<file path="config.mk">
export PLATFORM = sky130hd
export DESIGN_NAME = ifu_fetch_queue
export DESIGN_NICKNAME = d
export VERILOG_FILES = /design/src/rtl/ifu_fetch_queue.sv
export SDC_FILE = /design/constraint.sdc
export NUM_CORES = 1
export LEC_CHECK = 0
export BUFFER_PORTS_ARGS = -buffer_cell sky130_fd_sc_hd__buf_4
export CAP_MARGIN = 40
export CORE_ASPECT_RATIO = 0.75
export CORE_UTILIZATION = 59
export CTS_CLUSTER_SIZE = 24
export DETAILED_ROUTE_END_ITERATION = 12
export HOLD_SLACK_MARGIN = 0.08
export PLACE_DENSITY = 0.81
export REMOVE_ABC_BUFFERS = 1
export SYNTH_ARGS = -nofsm -noshare
export SYNTH_HDL_FRONTEND = slang
export SYNTH_HIERARCHICAL = 1
export SYNTH_SLANG_ARGS = --single-unit
</file>
<file path="constraint.sdc">
create_clock -name clk -period 3.85 [get_ports clk]
set_input_delay 0.77 -clock clk [delete_from_list [all_inputs] [get_ports clk]]
set_output_delay 0.77 -clock clk [all_outputs]
set_load 0.01 [all_outputs]
</file>
<file path="src/rtl/ifu_fetch_queue.sv">
// -----------------------------------------------------------------------------
// ifu_fetch_queue
//   Fetch-side instruction queue in front of ifu_pipe. It owns the sequential
//   fetch PC, issues in-order word requests to instruction memory, reserves a
//   slot per request, fills slots from in-order responses and presents the
//   oldest filled slot downstream. A flush discards everything queued, counts
//   the responses still owed for discarded requests (drop_cnt) and restarts
//   fetch at flush_addr_i once those responses have drained.
//
// Optional feature macro: IFU_FETCH_QUEUE_BYPASS_EN
//   When defined, a response arriving for the head slot of a queue with no
//   filled slot is forwarded combinationally to the outputs (one cycle less
//   fetch latency). When undefined, outputs come only from registered slots.
//
// Ports
//   clk, rst_n           clock, asynchronous active-low reset
//   flush_flag_i         redirect request; flush_addr_i is the new fetch PC
//   stall_i              downstream hold (no pop while high)
//   req_valid_o/addr_o   fetch request to instruction memory
//   req_ready_i          memory accepts the request this cycle
//   rsp_valid_i/data_i   in-order response, always accepted
//   inst_valid_o         head slot holds an instruction
//   inst_o, inst_addr_o  head instruction/address (NOP / zero when invalid)
// -----------------------------------------------------------------------------

module ifu_fetch_queue_chk #(
    parameter int unsigned DEPTH = 4,
    parameter int unsigned CW    = 3
) (
    input logic          clk,
    input logic          rst_n,
    input logic          rsp_valid_i,
    input logic          drop_zero_i,
    input logic [CW-1:0] pending_i,
    input logic [CW-1:0] count_i
);
    // A response that is not being dropped must have a reserved, unfilled slot.
    assert property (@(posedge clk) disable iff (!rst_n)
        (rsp_valid_i && drop_zero_i) |-> (pending_i != {CW{1'b0}}));

    // Occupancy never exceeds the number of slots.
    assert property (@(posedge clk) disable iff (!rst_n)
        count_i <= CW'(DEPTH));
endmodule

module ifu_fetch_queue #(
    parameter int unsigned DEPTH           = 4,
    parameter int unsigned INST_ADDR_WIDTH = 32,
    parameter int unsigned INST_DATA_WIDTH = 32,
    parameter logic [INST_ADDR_WIDTH-1:0] RESET_PC = 32'h0000_0000,
    parameter logic [INST_DATA_WIDTH-1:0] INST_NOP = 32'h0000_0013
) (
    input  logic                       clk,
    input  logic                       rst_n,
    input  logic                       flush_flag_i,
    input  logic [INST_ADDR_WIDTH-1:0] flush_addr_i,
    input  logic                       stall_i,
    output logic                       req_valid_o,
    output logic [INST_ADDR_WIDTH-1:0] req_addr_o,
    input  logic                       req_ready_i,
    input  logic                       rsp_valid_i,
    input  logic [INST_DATA_WIDTH-1:0] rsp_data_i,
    output logic                       inst_valid_o,
    output logic [INST_DATA_WIDTH-1:0] inst_o,
    output logic [INST_ADDR_WIDTH-1:0] inst_addr_o
);
    localparam int unsigned PW = $clog2(DEPTH);
    localparam int unsigned CW = PW + 1;
    localparam logic [CW-1:0] DEPTH_C = CW'(DEPTH);
    localparam logic [INST_ADDR_WIDTH-1:0] ZERO_WORD = {INST_ADDR_WIDTH{1'b0}};
    localparam logic [INST_ADDR_WIDTH-1:0] PC_STEP   = INST_ADDR_WIDTH'(4);

    logic [INST_ADDR_WIDTH-1:0] pc_q, pc_d;
    logic [PW-1:0]              head_q, head_d;
    logic [PW-1:0]              fill_q, fill_d;
    logic [PW-1:0]              tail_q, tail_d;
    logic [CW-1:0]              count_q, count_d;   // allocated slots
    logic [CW-1:0]              filled_q, filled_d; // filled, not yet popped
    logic [CW-1:0]              drop_q, drop_d;     // responses owed to flushed requests
    logic [INST_ADDR_WIDTH-1:0] addr_q [DEPTH];
    logic [INST_DATA_WIDTH-1:0] data_q [DEPTH];

    logic          drop_zero_s;
    logic [CW-1:0] pending_s;
    logic          req_valid_s;
    logic          issue_s;
    logic          fill_s;
    logic          drop_s;
    logic          bypass_s;
    logic          inst_valid_s;
    logic          pop_s;

    // Handshake qualifiers: issue, fill, drop, bypass and pop for this cycle.
    always_comb begin
        drop_zero_s = (drop_q == {CW{1'b0}});
        pending_s   = count_q - filled_q;
        // rst_n gate keeps the request low while reset is asserted.
        req_valid_s = rst_n && !flush_flag_i && (count_q < DEPTH_C) && drop_zero_s;
        issue_s     = req_valid_s && req_ready_i;
        fill_s      = rsp_valid_i && drop_zero_s;
        drop_s      = rsp_valid_i && !drop_zero_s;
`ifdef IFU_FETCH_QUEUE_BYPASS_EN
        // With nothing filled, fill pointer equals head, so the response is for the head slot.
        bypass_s    = fill_s && (filled_q == {CW{1'b0}});
`else
        bypass_s    = 1'b0;
`endif
        // Filled count distinguishes full-and-filled from empty when head == fill.
        inst_valid_s = (filled_q != {CW{1'b0}}) || bypass_s;
        pop_s        = inst_valid_s && !stall_i && !flush_flag_i;
    end

    // Output selection: bypassed response, registered head slot, or idle values.
    always_comb begin
        req_valid_o  = req_valid_s;
        req_addr_o   = pc_q;
        inst_valid_o = inst_valid_s;
        if (bypass_s) begin
            inst_o      = rsp_data_i;
            inst_addr_o = addr_q[head_q];
        end else if (filled_q != {CW{1'b0}}) begin
            inst_o      = data_q[head_q];
            inst_addr_o = addr_q[head_q];
        end else begin
            inst_o      = INST_NOP;
            inst_addr_o = ZERO_WORD;
        end
    end

    // Next-state for PC, pointers and counters; flush overrides everything.
    always_comb begin
        pc_d     = pc_q;
        head_d   = head_q;
        fill_d   = fill_q;
        tail_d   = tail_q;
        count_d  = count_q;
        filled_d = filled_q;
        drop_d   = drop_q;
        if (flush_flag_i) begin
            pc_d     = flush_addr_i;
            head_d   = {PW{1'b0}};
            fill_d   = {PW{1'b0}};
            tail_d   = {PW{1'b0}};
            count_d  = {CW{1'b0}};
            filled_d = {CW{1'b0}};
            // Every request still unanswered after this cycle must be dropped later.
            drop_d   = pending_s - CW'(fill_s) + drop_q - CW'(drop_s);
        end else begin
            if (issue_s) begin
                pc_d = pc_q + PC_STEP;
            end else begin
                pc_d = pc_q;
            end
            tail_d   = tail_q + PW'(issue_s);
            fill_d   = fill_q + PW'(fill_s);
            head_d   = head_q + PW'(pop_s);
            count_d  = count_q + CW'(issue_s) - CW'(pop_s);
            // A bypassed pop nets to zero here: filled +1 and -1 in the same cycle.
            filled_d = filled_q + CW'(fill_s) - CW'(pop_s);
            drop_d   = drop_q - CW'(drop_s);
        end
    end

    // Control state register.
    always_ff @(posedge clk or negedge rst_n) begin
        if (!rst_n) begin
            pc_q     <= RESET_PC;
            head_q   <= {PW{1'b0}};
            fill_q   <= {PW{1'b0}};
            tail_q   <= {PW{1'b0}};
            count_q  <= {CW{1'b0}};
            filled_q <= {CW{1'b0}};
            drop_q   <= {CW{1'b0}};
        end else begin
            pc_q     <= pc_d;
            head_q   <= head_d;
            fill_q   <= fill_d;
            tail_q   <= tail_d;
            count_q  <= count_d;
            filled_q <= filled_d;
            drop_q   <= drop_d;
        end
    end

    // Slot storage: address captured at issue, data captured at fill.
    always_ff @(posedge clk or negedge rst_n) begin
        if (!rst_n) begin
            for (int unsigned i = 0; i < DEPTH; i++) begin
                addr_q[i] <= ZERO_WORD;
                data_q[i] <= INST_NOP;
            end
        end else begin
            if (issue_s) begin
                addr_q[tail_q] <= pc_q;
            end
            if (fill_s && !flush_flag_i) begin
                data_q[fill_q] <= rsp_data_i;
            end
        end
    end

    ifu_fetch_queue_chk #(
        .DEPTH (DEPTH),
        .CW    (CW)
    ) u_chk (
        .clk         (clk),
        .rst_n       (rst_n),
        .rsp_valid_i (rsp_valid_i),
        .drop_zero_i (drop_zero_s),
        .pending_i   (pending_s),
        .count_i     (count_q)
    );
endmodule

</file>
==> out/qor.csv <==
stage;metric;value;unit
critical_path;Crit Path Class;flop to flop;
synth;Avg Cell Area, Syn;14.2;um^2
final_layout;Design Area, Final;17000;um^2
routing;Routed Antenna Nets;0;
cts;# resized after CTS;0;
synth;top cells by area, synth;dfrtp_1 51%, mux2_2 19%, mux4_2 10%;
floorplan;Die Wd;182;um
sta;RSZ-0062 raised after global routing;false;
routing;# DRC;0;
cts;cts hold-fix bufs;0;
sta;Slew headroom;47.7;%
floorplan;Die Ht;137;um
critical_path;Top cell by count, worst path;fa_1;
critical_path;reg2reg path depth;11;
final_layout;Filler Cells Inserted;1634;
sta;final-report setup violation count;0;
critical_path;CP max-delay cell;fa_1;
routing;routed vias;9011;
critical_path;R2R Setup Slk;480;ps
grt;Total GRT Usage;26.2;%
power;LEAKAGE;8.06;nW
final_layout;Antenna diodes;0;
synth;number of enable flip-flop cells after synthesis;0;
final_layout;P&R area growth vs syn;18.0;%
critical_path;reg2reg end;drop_q[2];
power;Peak VDD IR;0.385;mV
floorplan;# IOs;168;
sta;worst-margin pin slew;778;ps
critical_path;Crit Path Max Fanout;5;
cts;CTS tree;built;
final_layout;layout cells sized above 1;48.9;%
routing;vias per cell;5.94;
placement;gp weighted congestion;0.820;
final_layout;area of the multi-input gates;6370;um^2
final_layout;sequential cell area;7600;um^2
cts;clk sinks;303;
job;max-cap violations;0;
placement;HPWL Detailed;20.5;mm
cts;Num CTS Buffers;30;
sta;min Tclk post-route;3370;ps
synth;Yosys Warn Count;6;
cts;Worst-path clk slew;60;ps
critical_path;Worst EP required;4280;ps
hold_path;HP Class;input port to asynchronous set/reset pin;
final_layout;fin nets;1251;
critical_path;Setup crit end kind;flop;
sta;fmax;0.296;GHz
cts;H-tree Lvls;1;
critical_path;Critical Path AT;3800;ps
grt;total gr overflow;0;
power;PwrDens;577;nW/um^2
routing;drt wl/cell;20.9;um
floorplan;core area;24000;um^2
synth;Yosys reg bits;303;
synth;cell accounting for the most synthesized area;dfrtp_1;
critical_path;critical path launch point type;flop;
placement;Area after DPL;16000;um^2
sta;clock skew;14.2;ps
cts;CTS root buffer;clkbuf_16;
cts;Clk Latency, worst-skew pair;550;ps
critical_path;worst-path cell chain;or3_4, and2_1, fa_1, fa_1, inv_1, ha_1, fa_1, xnor2_1, xnor2_1, a21oi_1, xor2_1;
sta;max-slew violations;0;
synth;Post-Synthesis Cell Area;14400;um^2
synth;Mapped Cells;1011;
routing;Routed Wire Length;31.6;mm
synth;Post-synth top flop;dfrtp_1;
power;Design Power;9.79;mW
synth;Cell variety after synth;56;
status;status;finished, final reports clean;
floorplan;num rows;49;
grt;first-pass GRT wire length;50.8;mm
grt;initial antenna violation count;0;
routing;drt first pass iters;4;
cts;CTS max path bufs;3;
floorplan;die area;25000;um^2
routing;initial drt markers;591;
grt;vias in the first global route;9407;
grt;largest net degree at the start of global routing;140;
cts;Post-CTS Setup Bufs;0;
critical_path;RR Startpoint;drop_q[1];
floorplan;Starting Density;60.0;%
synth;ys async rst share;100;%
critical_path;crit-path max cell delay;490;ps
synth;register area share after synthesis;52.8;%
synth;share of the synthesized area in the top cell type;50.6;%
sta;Final Cycle Share;87.6;%
placement;port buffer count;167;
sta;final hold violations;0;
[final cells by class]
| type | count | area share [%] |
|---|---|---|
| Sequential cell | 303 | 44.8 |
| Multi-Input combinational cell | 617 | 37.5 |
| Timing Repair Buffer | 191 | 9.02 |
| Clock buffer | 47 | 5.40 |
| Tap cell | 331 | 2.44 |
| Inverter | 19 | 0.450 |
| Clock inverter | 8 | 0.376 |
[kinds of logic (layout without fill, tap and decap cells)]
family	count (synthesis)	count (layout)	synth area share [%]
XOR/XNOR	18	18	1.10
AO/OA/AOI/OAI	54	54	2.47
flip-flops	303	303	52.8
AND/OR/NAND/NOR	204	204	8.28
buffers and inverters	91	265	3.14
adder cells (fa/ha/maj)	19	19	1.97
multiplexers	322	322	30.2
[cell usage after synthesis (all sizes together), types with 6 or more instances]
master    n
nor2     21
buf      41
nand3    24
nand4     8
nor4      6
o311ai    9
fa        6
dfstp    12
o211ai    7
nor2b     7
o21ai    24
xnor2    15
ha       13
clkbuf   31
mux4     64
mux2    255
nand2    42
dfrtp   291
nor3      7
inv      18
and2     65
[routing by layer]
layer / part of all wire (%) / track usage, % / wire length, um
met1: 46 / 38.6 / 14600
met2: 47 / 41.0 / 15000
met4: 2.3 / 7.56 / 715
met3: 4.2 / 4.02 / 1340
met5: 0 / 0 / 0
[report_power, final]
part           internal [mW]  total [mW]  leakage [nW]  switching, mW
sequential              3.73        4.13          4.03          0.399
clock                   1.69        2.89         0.488           1.20
combinational           1.58        2.77          3.53           1.19
[state kept, by name, summed over array words and instances, names as in the netlist]
| signal | cells |
|---|---|
| addr_q | 128 |
| count_q | 3 |
| data_q | 128 |
| drop_q | 3 |
| fill_q | 2 |
| filled_q | 3 |
| head_q | 2 |
| req_addr_o | 32 |
| tail_q | 2 |
[critical path, delay by kind of cell, from the launching register on]
family | cells | cell delay [ps]
adders and majority gates | 4 | 1530
and+or+nand+nor | 2 | 640
xor gates and xnor gates | 3 | 500
DFF | 1 | 440
AOI/OAI and AO/OA | 1 | 100
buffers and inverters | 1 | 40
[per-stage QoR]
stage          setup WS (ps)  TNS [ps]  util (%)  cells  hold WS [ps]
2_1_floorplan           -445    -21660         -    939           445
3_3_place_gp             326         0      66.4   1457           468
3_5_place_dp             255         0      66.7   1461           470
4_1_cts                  482         0      70.8   1516          80.3
5_1_grt                  327         0      70.8   1516          90.7
6_report                 476         0      70.8   1516          86.8
[worst max-delay path by stage]
stage                            from   endpoint  cells after the start
after global routing        drop_q[1]  drop_q[2]                     11
final                       drop_q[1]  drop_q[2]                     11
after floorplan             head_q[0]  inst_o[0]                      2
after detailed placement  rsp_valid_i  drop_q[2]                     13
after global placement    rsp_valid_i  drop_q[2]                     13
after CTS                   drop_q[1]  drop_q[2]                     11
[cells in the final DEF (no fill, tap or decap), types with 7 or more instances in the layout]
cell,netlist,final
clkbuf_8,0,8
buf_4,3,184
o21ai_0,24,24
nand4_1,7,7
o311ai_0,9,9
clkbuf_1,29,8
inv_1,18,17
dfrtp_1,291,289
mux2_2,244,244
clkbuf_16,0,31
nor2_1,19,19
xnor2_1,15,15
dfstp_2,12,12
nor2b_1,7,7
mux4_2,64,64
nand3_1,23,22
mux2_1,9,9
o211ai_1,7,7
ha_1,13,13
nand2_1,40,40
and2_1,65,65
Note: power is estimated with default switching activity, not from simulation.
